[src/rtl/hanoi_pkg.sv]
// rtl/hanoi_pkg.sv - shared types and helpers for the hanoi move generator
// Contents:
//   rod_t       - rod identifier (ROD0..ROD2)
//   gen_state_t - generator state (IDLE, RUN, DONE)
//   swap12      - exchanges rods 1 and 2, leaves rod 0 alone
package hanoi_pkg;

    typedef enum logic [1:0] {
        ROD0 = 2'd0,
        ROD1 = 2'd1,
        ROD2 = 2'd2
    } rod_t;

    typedef enum logic [1:0] {
        IDLE = 2'd0,
        RUN  = 2'd1,
        DONE = 2'd2
    } gen_state_t;

    // The raw move formula always sends an odd-sized tower to rod2.
    // An even-sized tower needs rods 1 and 2 exchanged to land on rod2.
    function automatic rod_t swap12(rod_t r);
        case (r)
            ROD1:    return ROD2;
            ROD2:    return ROD1;
            default: return r;
        endcase
    endfunction

endpackage

[src/rtl/hanoi_mod3.sv]
// rtl/hanoi_mod3.sv - combinational unsigned modulo-3 reduction
// Parameters:
//   W - width of the operand
// Ports:
//   v - W-bit unsigned operand
//   r - v mod 3 (0, 1 or 2)
module hanoi_mod3 #(
    parameter int W = 5
) (
    input  logic [W-1:0] v,
    output logic [1:0]   r
);

    logic [1:0] acc;
    logic [2:0] tmp;

    // Horner evaluation from the MSB: acc = (2*acc + bit) mod 3.
    // tmp never exceeds 5, so a single conditional subtract suffices.
    always_comb begin
        acc = 2'd0;
        tmp = 3'd0;
        for (int i = W - 1; i >= 0; i--) begin
            tmp = {acc, v[i]};
            if (tmp >= 3'd3) begin
                acc = 2'(tmp - 3'd3);
            end else begin
                acc = tmp[1:0];
            end
        end
        r = acc;
    end

endmodule

[src/rtl/hanoi_move_gen.sv]
// rtl/hanoi_move_gen.sv - optimal tower-of-hanoi move sequence generator
// Parameters:
//   S - number of disks (1..16); the sequence has 2^S-1 moves
// Ports:
//   clk      - clock, rising edge
//   rst_n    - asynchronous active-low reset
//   start    - begin a new sequence (honoured in IDLE or DONE)
//   mv_valid - fr/to carry a valid move
//   mv_ready - consumer accepts the move
//   fr, to   - source / destination rod of the current move
//   move_cnt - moves transferred since the last start (saturating)
//   busy     - sequence in progress
//   done     - sequence complete, held until the next start
//   err      - sticky legality error from the shadow rod checker
// Optional build macro:
//   HANOI_CHECK_EN - enables the shadow rod checker; otherwise err is 0
module hanoi_move_gen
    import hanoi_pkg::*;
#(
    parameter int S = 4
) (
    input  logic         clk,
    input  logic         rst_n,
    input  logic         start,
    output logic         mv_valid,
    input  logic         mv_ready,
    output logic [1:0]   fr,
    output logic [1:0]   to,
    output logic [S-1:0] move_cnt,
    output logic         busy,
    output logic         done,
    output logic         err
);

    localparam logic [S:0]   K_ONE   = (S+1)'(1);
    localparam logic [S:0]   K_LAST  = {1'b0, {S{1'b1}}};
    localparam logic [S-1:0] CNT_MAX = {S{1'b1}};
    localparam bit           S_EVEN  = (S % 2) == 0;

    gen_state_t state;
    logic [S:0] k;
    logic [S:0] k_nx;
    logic [S:0] f_arg;
    logic [S:0] t_arg;
    logic [1:0] f_mod;
    logic [1:0] t_mod;
    rod_t       fr_nx;
    rod_t       to_nx;
    logic       xfer;
    logic       launch;

    assign xfer   = mv_valid & mv_ready;
    assign launch = start & (state != RUN);

    // Index of the move to register at the next edge: a launch always
    // begins at move 1, otherwise it is the successor of the current move.
    assign k_nx  = launch ? K_ONE : (k + K_ONE);
    assign f_arg = k_nx & (k_nx - K_ONE);
    assign t_arg = (k_nx | (k_nx - K_ONE)) + K_ONE;

    hanoi_mod3 #(.W(S + 1)) u_mod3_f (
        .v (f_arg),
        .r (f_mod)
    );

    hanoi_mod3 #(.W(S + 1)) u_mod3_t (
        .v (t_arg),
        .r (t_mod)
    );

    always_comb begin
        fr_nx = rod_t'(f_mod);
        to_nx = rod_t'(t_mod);
        if (S_EVEN) begin
            fr_nx = swap12(rod_t'(f_mod));
            to_nx = swap12(rod_t'(t_mod));
        end
    end

    always_ff @(posedge clk or negedge rst_n) begin
        if (!rst_n) begin
            state    <= IDLE;
            k        <= '0;
            fr       <= 2'd0;
            to       <= 2'd0;
            mv_valid <= 1'b0;
            busy     <= 1'b0;
            done     <= 1'b0;
            move_cnt <= '0;
        end else begin
            case (state)
                IDLE, DONE: begin
                    if (start) begin
                        state    <= RUN;
                        k        <= K_ONE;
                        fr       <= fr_nx;
                        to       <= to_nx;
                        mv_valid <= 1'b1;
                        busy     <= 1'b1;
                        done     <= 1'b0;
                        move_cnt <= '0;
                    end
                end
                RUN: begin
                    if (xfer) begin
                        if (move_cnt != CNT_MAX) begin
                            move_cnt <= move_cnt + 1'b1;
                        end
                        if (k == K_LAST) begin
                            // fr/to deliberately keep the final move
                            state    <= DONE;
                            mv_valid <= 1'b0;
                            busy     <= 1'b0;
                            done     <= 1'b1;
                        end else begin
                            k  <= k_nx;
                            fr <= fr_nx;
                            to <= to_nx;
                        end
                    end
                end
                default: state <= IDLE;
            endcase
        end
    end

`ifdef HANOI_CHECK_EN
    localparam logic [S-1:0] ALL_DISKS = {S{1'b1}};

    // Bit i of a rod word is set when disk i sits on that rod; disk 0 is
    // the smallest, so the top disk is the lowest set bit.
    logic [S-1:0] rod [0:2];
    logic [S-1:0] src;
    logic [S-1:0] dst;
    logic [S-1:0] moved;
    logic [S-1:0] dst_top;
    logic [S-1:0] src_nx;
    logic [S-1:0] dst_nx;
    logic [S-1:0] rod2_nx;
    logic         bad_move;

    always_comb begin
        src      = rod[fr];
        dst      = rod[to];
        moved    = src & (~src + 1'b1);
        dst_top  = dst & (~dst + 1'b1);
        src_nx   = src & ~moved;
        dst_nx   = dst | moved;
        bad_move = (src == '0) || ((dst != '0) && (dst_top < moved));
        if (to == 2'd2) begin
            rod2_nx = dst_nx;
        end else if (fr == 2'd2) begin
            rod2_nx = src_nx;
        end else begin
            rod2_nx = rod[2];
        end
    end

    always_ff @(posedge clk or negedge rst_n) begin
        if (!rst_n) begin
            rod[0] <= ALL_DISKS;
            rod[1] <= '0;
            rod[2] <= '0;
            err    <= 1'b0;
        end else if (launch) begin
            rod[0] <= ALL_DISKS;
            rod[1] <= '0;
            rod[2] <= '0;
            err    <= 1'b0;
        end else if (xfer) begin
            rod[fr] <= src_nx;
            rod[to] <= dst_nx;
            if (bad_move || ((k == K_LAST) && (rod2_nx != ALL_DISKS))) begin
                err <= 1'b1;
            end
        end
    end
`else
    assign err = 1'b0;
`endif

endmodule

[config.mk]
export PLATFORM = sky130hd
export DESIGN_NAME = hanoi_move_gen
export DESIGN_NICKNAME = d
export VERILOG_FILES = /design/src/rtl/hanoi_pkg.sv /design/src/rtl/hanoi_mod3.sv /design/src/rtl/hanoi_move_gen.sv
export SDC_FILE = /design/constraint.sdc
export NUM_CORES = 1
export LEC_CHECK = 0
export ABC_AREA = 0
export ABC_CLOCK_PERIOD_IN_PS = 4200
export CAP_MARGIN = 20
export CORE_MARGIN = 8
export CORE_UTILIZATION = 30
export CTS_CLUSTER_DIAMETER = 200
export DETAILED_ROUTE_END_ITERATION = 10
export PLACE_DENSITY_LB_ADDON = 0.3
export SYNTH_ARGS = -nofsm -noshare
export SYNTH_HDL_FRONTEND = slang
export SYNTH_SLANG_ARGS = --single-unit
[constraint.sdc]
create_clock -name clk -period 4.2 [get_ports clk]
set_input_delay 0.84 -clock clk [delete_from_list [all_inputs] [get_ports clk]]
set_output_delay 0.84 -clock clk [all_outputs]
set_load 0.1 [all_outputs]
## Yosys cells after proc, flatten, opt, wreduce, memory -nomap -nowiden

Cells that the tools add are included.

- Output and inout bits: 12
- Word-level logic and storage cells: 91
- Flip-flop bits (word level): 17
- Input port bits: 4

- Multiplexer cells: 39
- Equal/unequal tests: 14
- Reduce and logical (&&, ||, !) cells: 7
- Bitwise gates (word level): 4
- Add/sub/neg operators: 12
- Order comparisons: 8

Operators with widths:

| operator | number |
|---|---|
| $mux W2 | 17 |
| $mux W5 | 4 |
| $pmux W2 S2 | 5 |
| $ge A3 B2 Y1 const B | 6 |
| $sub A2 B2 Y2 const B | 8 |
| $mux W4 | 3 |
| $reduce_and A4 Y1 | 3 |
| $add A5 B1 Y5 const B | 2 |
| $ne A2 B2 Y1 const B | 5 |
| $pmux W5 S2 | 1 |
| $pmux W4 S2 | 1 |
| $eq A2 B1 Y1 const B | 3 |
| $eq A2 B2 Y1 const B | 3 |
| $mux W1 | 6 |
| $and A5 B5 Y5 | 1 |
| $eq A5 B4 Y1 const B | 1 |
| $or A5 B5 Y5 | 1 |
| $sub A5 B1 Y5 const B | 1 |
| $add A4 B1 Y4 const B | 1 |
| $ge A2 B2 Y1 const B | 2 |
| $ne A4 B4 Y1 const B | 1 |
| $pmux W1 S2 | 2 |
| $reduce_and A3 Y1 | 1 |
| $and A1 B1 Y1 | 2 |
| other kinds (4) | 4 |

## Depth between registers and ports, before layout

- Depth in word-level cells: 19
- Mapped depth: 15
- Gate-level depth less buffers: 14

## Hierarchy

A second synthesis with hierarchy kept.

- Cell total of the unflattened synthesis: 177
- Area total of the unflattened synthesis: 1,586.5 um2

By module, submodules not included:

| module | area each (um2) | cells an instance | instances |
|---|---|---|---|
| hanoi_move_gen | 1,133.6 | 123 | 1 |
| hanoi_mod3 | 226.5 | 27 | 2 |

## Worst setup path before layout

No wires, ideal clock.

- Kind: register -> register
- From: register k[1]
- To: register fr[0]
- Arrival time: 3.223 ns
- Clock period less this slack: 3.349 ns
- Required time: 4.074 ns
- Setup time: 0.126 ns
- Stages on the path, launching flop included: 16
- Path slack: 0.851 ns
- Path buffers: 1
- Cell sequence: dfrtp_1 -> ha_1 -> buf_4 -> and3_2 -> ha_1 -> nand2_1 -> a211oi_1 -> ha_1 -> or2_2 -> a311oi_1 -> nand3_2 -> xor2_2 -> ha_1 -> a221oi_2 -> nor3_1 -> a221o_1

- Word-level cells in the longest chain between the ends: 17

Ends and longest elaborated chain:

| element | RTL line | text |
|---|---|---|
| start: declaration | hanoi_move_gen.sv:41 | `logic [S:0] k;` |
| start signal: assignment | hanoi_move_gen.sv:116 | `k <= k_nx;` |
| $add A5 B1 Y5 | hanoi_move_gen.sv:57 | `assign k_nx = launch ? K_ONE : (k + K_ONE);` |
| $mux W5 | hanoi_move_gen.sv:57 |  |
| $sub A5 B1 Y5 | hanoi_move_gen.sv:58 | `assign f_arg = k_nx & (k_nx - K_ONE);` |
| $and A5 B5 Y5 | hanoi_move_gen.sv:58 |  |
| $sub A2 B2 Y2 or $ge A2 B2 Y1 (tied branches) | hanoi_mod3.sv:25, hanoi_mod3.sv:24 |  |
| $mux W2 | hanoi_mod3.sv:24 | `if (tmp >= 3'd3) begin` |
| $ge A3 B2 Y1 or $sub A2 B2 Y2 (tied branches) | hanoi_mod3.sv:24, hanoi_mod3.sv:25 |  |
| $mux W2 | hanoi_mod3.sv:24 |  |
| $ge A3 B2 Y1 or $sub A2 B2 Y2 (tied branches) | hanoi_mod3.sv:24, hanoi_mod3.sv:25 |  |
| $mux W2 | hanoi_mod3.sv:24 |  |
| $ge A3 B2 Y1 or $sub A2 B2 Y2 (tied branches) | hanoi_mod3.sv:24, hanoi_mod3.sv:25 |  |
| $mux W2 | hanoi_mod3.sv:24 |  |
| $eq A2 B2 Y1 or $eq A2 B1 Y1 (tied branches) | hanoi_pkg.sv:23 | `case (r)` |
| $pmux W2 S2 | hanoi_pkg.sv:23 |  |
| $mux W2 | hanoi_move_gen.sv:109 | `if (k == K_LAST) begin` |
| $mux W2 | hanoi_move_gen.sv:105 | `if (xfer) begin` |
| $pmux W2 S2 | hanoi_move_gen.sv:91 | `case (state)` |
| end signal: assignment | hanoi_move_gen.sv:96 | `fr <= fr_nx;` |
| end signal: assignment | hanoi_move_gen.sv:117 | `fr <= fr_nx;` |
| end: declaration | hanoi_move_gen.sv:27 | `output logic [1:0] fr,` |

Parallel ways exist; a longest one is shown, timed or not. The select of a mux whose other input is x is not followed.
A chain may end at the register's enable or synchronous reset.

## Worst setup path in the final report

- From: register k[1]
- To: register fr[1]

The elaborated chain is that of the path after synthesis.

==> flow_metrics.py <==
metrics = {
    "status": {
        "status": "complete, no violations",
    },
    "critical_path": {
        "crit_path_max_fanout": 7,
        "startpoint_type": "flip-flop",
        "crit_top_cell": "ha_1",
        "cp_cell_sequence": "ha_1, and3_2, ha_1, nand2_1, a211oi_1, ha_1, or2_2, a311oi_1, nand3_2, xor2_2, ha_1, a221oi_2, nor2b_1, o31ai_1",
        "critPathKind": "flip-flop to flip-flop",
        "r2r_cells": 14,
        "worstReg2RegStart": "k[1]",
        "endpoint_kind": "flip-flop",
        "crit_required_ns": 4.32,
        "critPathMaxStageDelay_ns": 0.44,
        "crit_slowest_cell": "dfrtp_1",
        "reg2reg_slack_ns": 0.51,
        "r2r-end": "fr[1]",
        "crit_arrival_ns": 3.81,
    },
    "timing": {
        "final.min_clock_period_ns": 3.69,
        "slew_headroom": 0.346,
        "worst_slew_pin_slew_ns": 0.978,
        "worst_clock_skew_ns": 0.00320,
        "hold_viol_final": 0,
        "report.final.slew_viol_count": 0,
        "fin_setup_tns_ns": 0,
        "setup_viol": 0,
        "fmax_mhz": 271,
        "rsz0062_at_grt": "no",
        "min_period_over_period": 0.879,
    },
    "yosys": {
        "synth_ff_type": "dfrtp_1",
        "synth.area.top_cells": "dfrtp_1 32%, ha_1 8.5%, nand2_1 5.4%",
        "syn_inst": 144,
        "async_reset_ff_frac": 1.00,
        "ys_warn_count": 0,
        "synth_edf_count": 0,
        "ys_seq_area_frac": 0.321,
        "synth_nets": 157,
        "synth_top_area_cell": "dfrtp_1",
        "netlist_area_um2": 1330,
        "ys_ff_latch": 17,
        "synth.top_cell.area_share": 0.321,
        "synthMostInstantiatedCell": "nand2_1",
        "avgSynthCellArea_um2": 9.20,
        "ys_types": 49,
        "synthTopCellsByCount": "19 x nand2_1, 17 x dfrtp_1, 12 x nor2_1",
    },
    "detailed_routing": {
        "first_pass_iters": 4,
        "post_drt_wl_per_cell_um": 13.2,
        "wl_um": 2720,
        "route.vias.total": 1026,
        "postRouteAntennaNets": 0,
        "drcViolationCount": 0,
        "viasPerCell": 4.98,
        "drtIter0Drc": 67,
    },
    "min_path": {
        "whs_endpoint": "fr[1]",
        "hold_depth": 2,
        "hold_path.class": "flip-flop to flip-flop",
        "worstHoldStart": "fr[1]",
    },
    "grt": {
        "grt_remaining_overflow": 0,
        "grt_max_degree": 18,
        "grt_pass1_wl_um": 5010,
        "antenna_found_initial": 0,
        "grt.total_usage": 0.0942,
        "grt_pass1_vias": 1055,
    },
    "clocking": {
        "h-tree-depth": 1,
        "cts_buffers": 3,
        "clk_path_buf_depth": 2,
        "cts_resized": 0,
        "cts_tree": "built",
        "post_cts_buffers": 0,
        "cts_root_buf": "clkbuf_8",
        "ctsHoldBuffers": 0,
        "insertion_delay_ns": 0.26,
        "clk_pin_slew_ns": 0.07,
        "clkSinkCount": 17,
    },
    "placed_design": {
        "dp_hpwl_um": 2130,
        "portBuffers": 14,
        "gp_congestion": 0.823,
        "placed_cells": 202,
    },
    "floorplanning": {
        "die-width_um": 82.5,
        "initial_utilization": 0.309,
        "row_count": 24,
        "ios": 16,
        "fp.coreArea_um2": 4290,
        "die_y_um": 82.5,
        "die_area_um2": 6800,
    },
    "job": {
        "maxCapViolCount": 0,
    },
    "finish": {
        "fin_cells": 206,
        "layout-drive-gt1-share": 0.162,
        "syn2layout_area_growth_pct": 14.8,
        "layout.nets": 168,
        "diodes": 0,
        "final_util": 0.354,
        "final-seq-area_um2": 425,
        "nFillCells": 441,
        "multi_input_area_um2": 812,
    },
}
layout make-up:
class / instances / area share
Clock buffer: 3 / 0.0271
Clock inverter: 1 / 0.00493
Inverter: 6 / 0.0148
Multi-Input combinational cell: 112 / 0.534
Sequential cell: 17 / 0.280
Tap cell: 52 / 0.0428
Timing Repair Buffer: 15 / 0.0970
registers in the layout, indices dropped and copies added (netlist names):
name,count
move_cnt,4
busy,1
state,2
done,1
k,5
to,2
fr,2
critical path: cells and delay by family (launching register included):
family          cells  cell delay [ns]
compound gates      4             0.68
xor+xnor            1             0.18
fa+ha+maj           4             1.14
flops               1             0.44
simple gates        5             1.10
per-stage QoR:
stage	hold slack, ns	area (um2)	setup WS, ns
floorplan	0.469	1330	0.851
global placement	0.467	1470	0.403
detailed placement	0.475	1470	0.307
CTS	0.497	1520	0.488
global route	0.536	1520	0.179
finish	0.494	1520	0.509
layout by cell type (no fill, tap or decap), types with 2 or more instances in the layout:
| master | netlist | final |
|---|---|---|
| a211oi_1 | 2 | 2 |
| a21oi_1 | 7 | 7 |
| a221oi_2 | 2 | 2 |
| a311oi_1 | 2 | 2 |
| clkbuf_8 | 0 | 3 |
| clkdlybuf4s50_1 | 0 | 14 |
| dfrtp_1 | 17 | 17 |
| ha_1 | 9 | 9 |
| inv_1 | 6 | 6 |
| mux2i_1 | 2 | 2 |
| nand2_1 | 19 | 19 |
| nand3_1 | 3 | 3 |
| nand3_2 | 2 | 2 |
| nand3b_1 | 2 | 2 |
| nor2_1 | 12 | 12 |
| nor2b_1 | 2 | 2 |
| nor3_1 | 3 | 3 |
| o21ai_0 | 11 | 11 |
| o31ai_1 | 2 | 2 |
| xor2_1 | 3 | 3 |
| xor2_2 | 3 | 3 |
cell families after synthesis:
family / synth area share
muxes: 0.0151
buffers and inverters: 0.0661
and+or+nand+nor: 0.238
AOI/OAI and AO/OA: 0.188
adders and majority gates: 0.0850
other: 0.00283
DFF: 0.321
xor gates and xnor gates: 0.0841
per-layer routing:
metal,GRT usage,vias to the layer above,routed length [um]
li1,-,517,-
met1,0.121,499,1290
met2,0.154,6,1350
met3,0.00866,4,28
met4,0.0474,0,49
met5,0,-,0
how the worst max path moves through the flow:
stage | from | end | slack [ns] | depth (start not counted)
5_1_grt | k[1] | fr[0] | 0.18 | 14
2_1_floorplan | k[1] | fr[0] | 0.85 | 15
6_report | k[1] | fr[1] | 0.51 | 14
3_5_place_dp | start | fr[1] | 0.31 | 13
4_1_cts | k[1] | fr[1] | 0.49 | 14
3_3_place_gp | start | fr[0] | 0.40 | 13
Power is left out: the tool's default activity adds up to more than one toggle a clock period on the data nets, which glitch-free logic cannot reach.
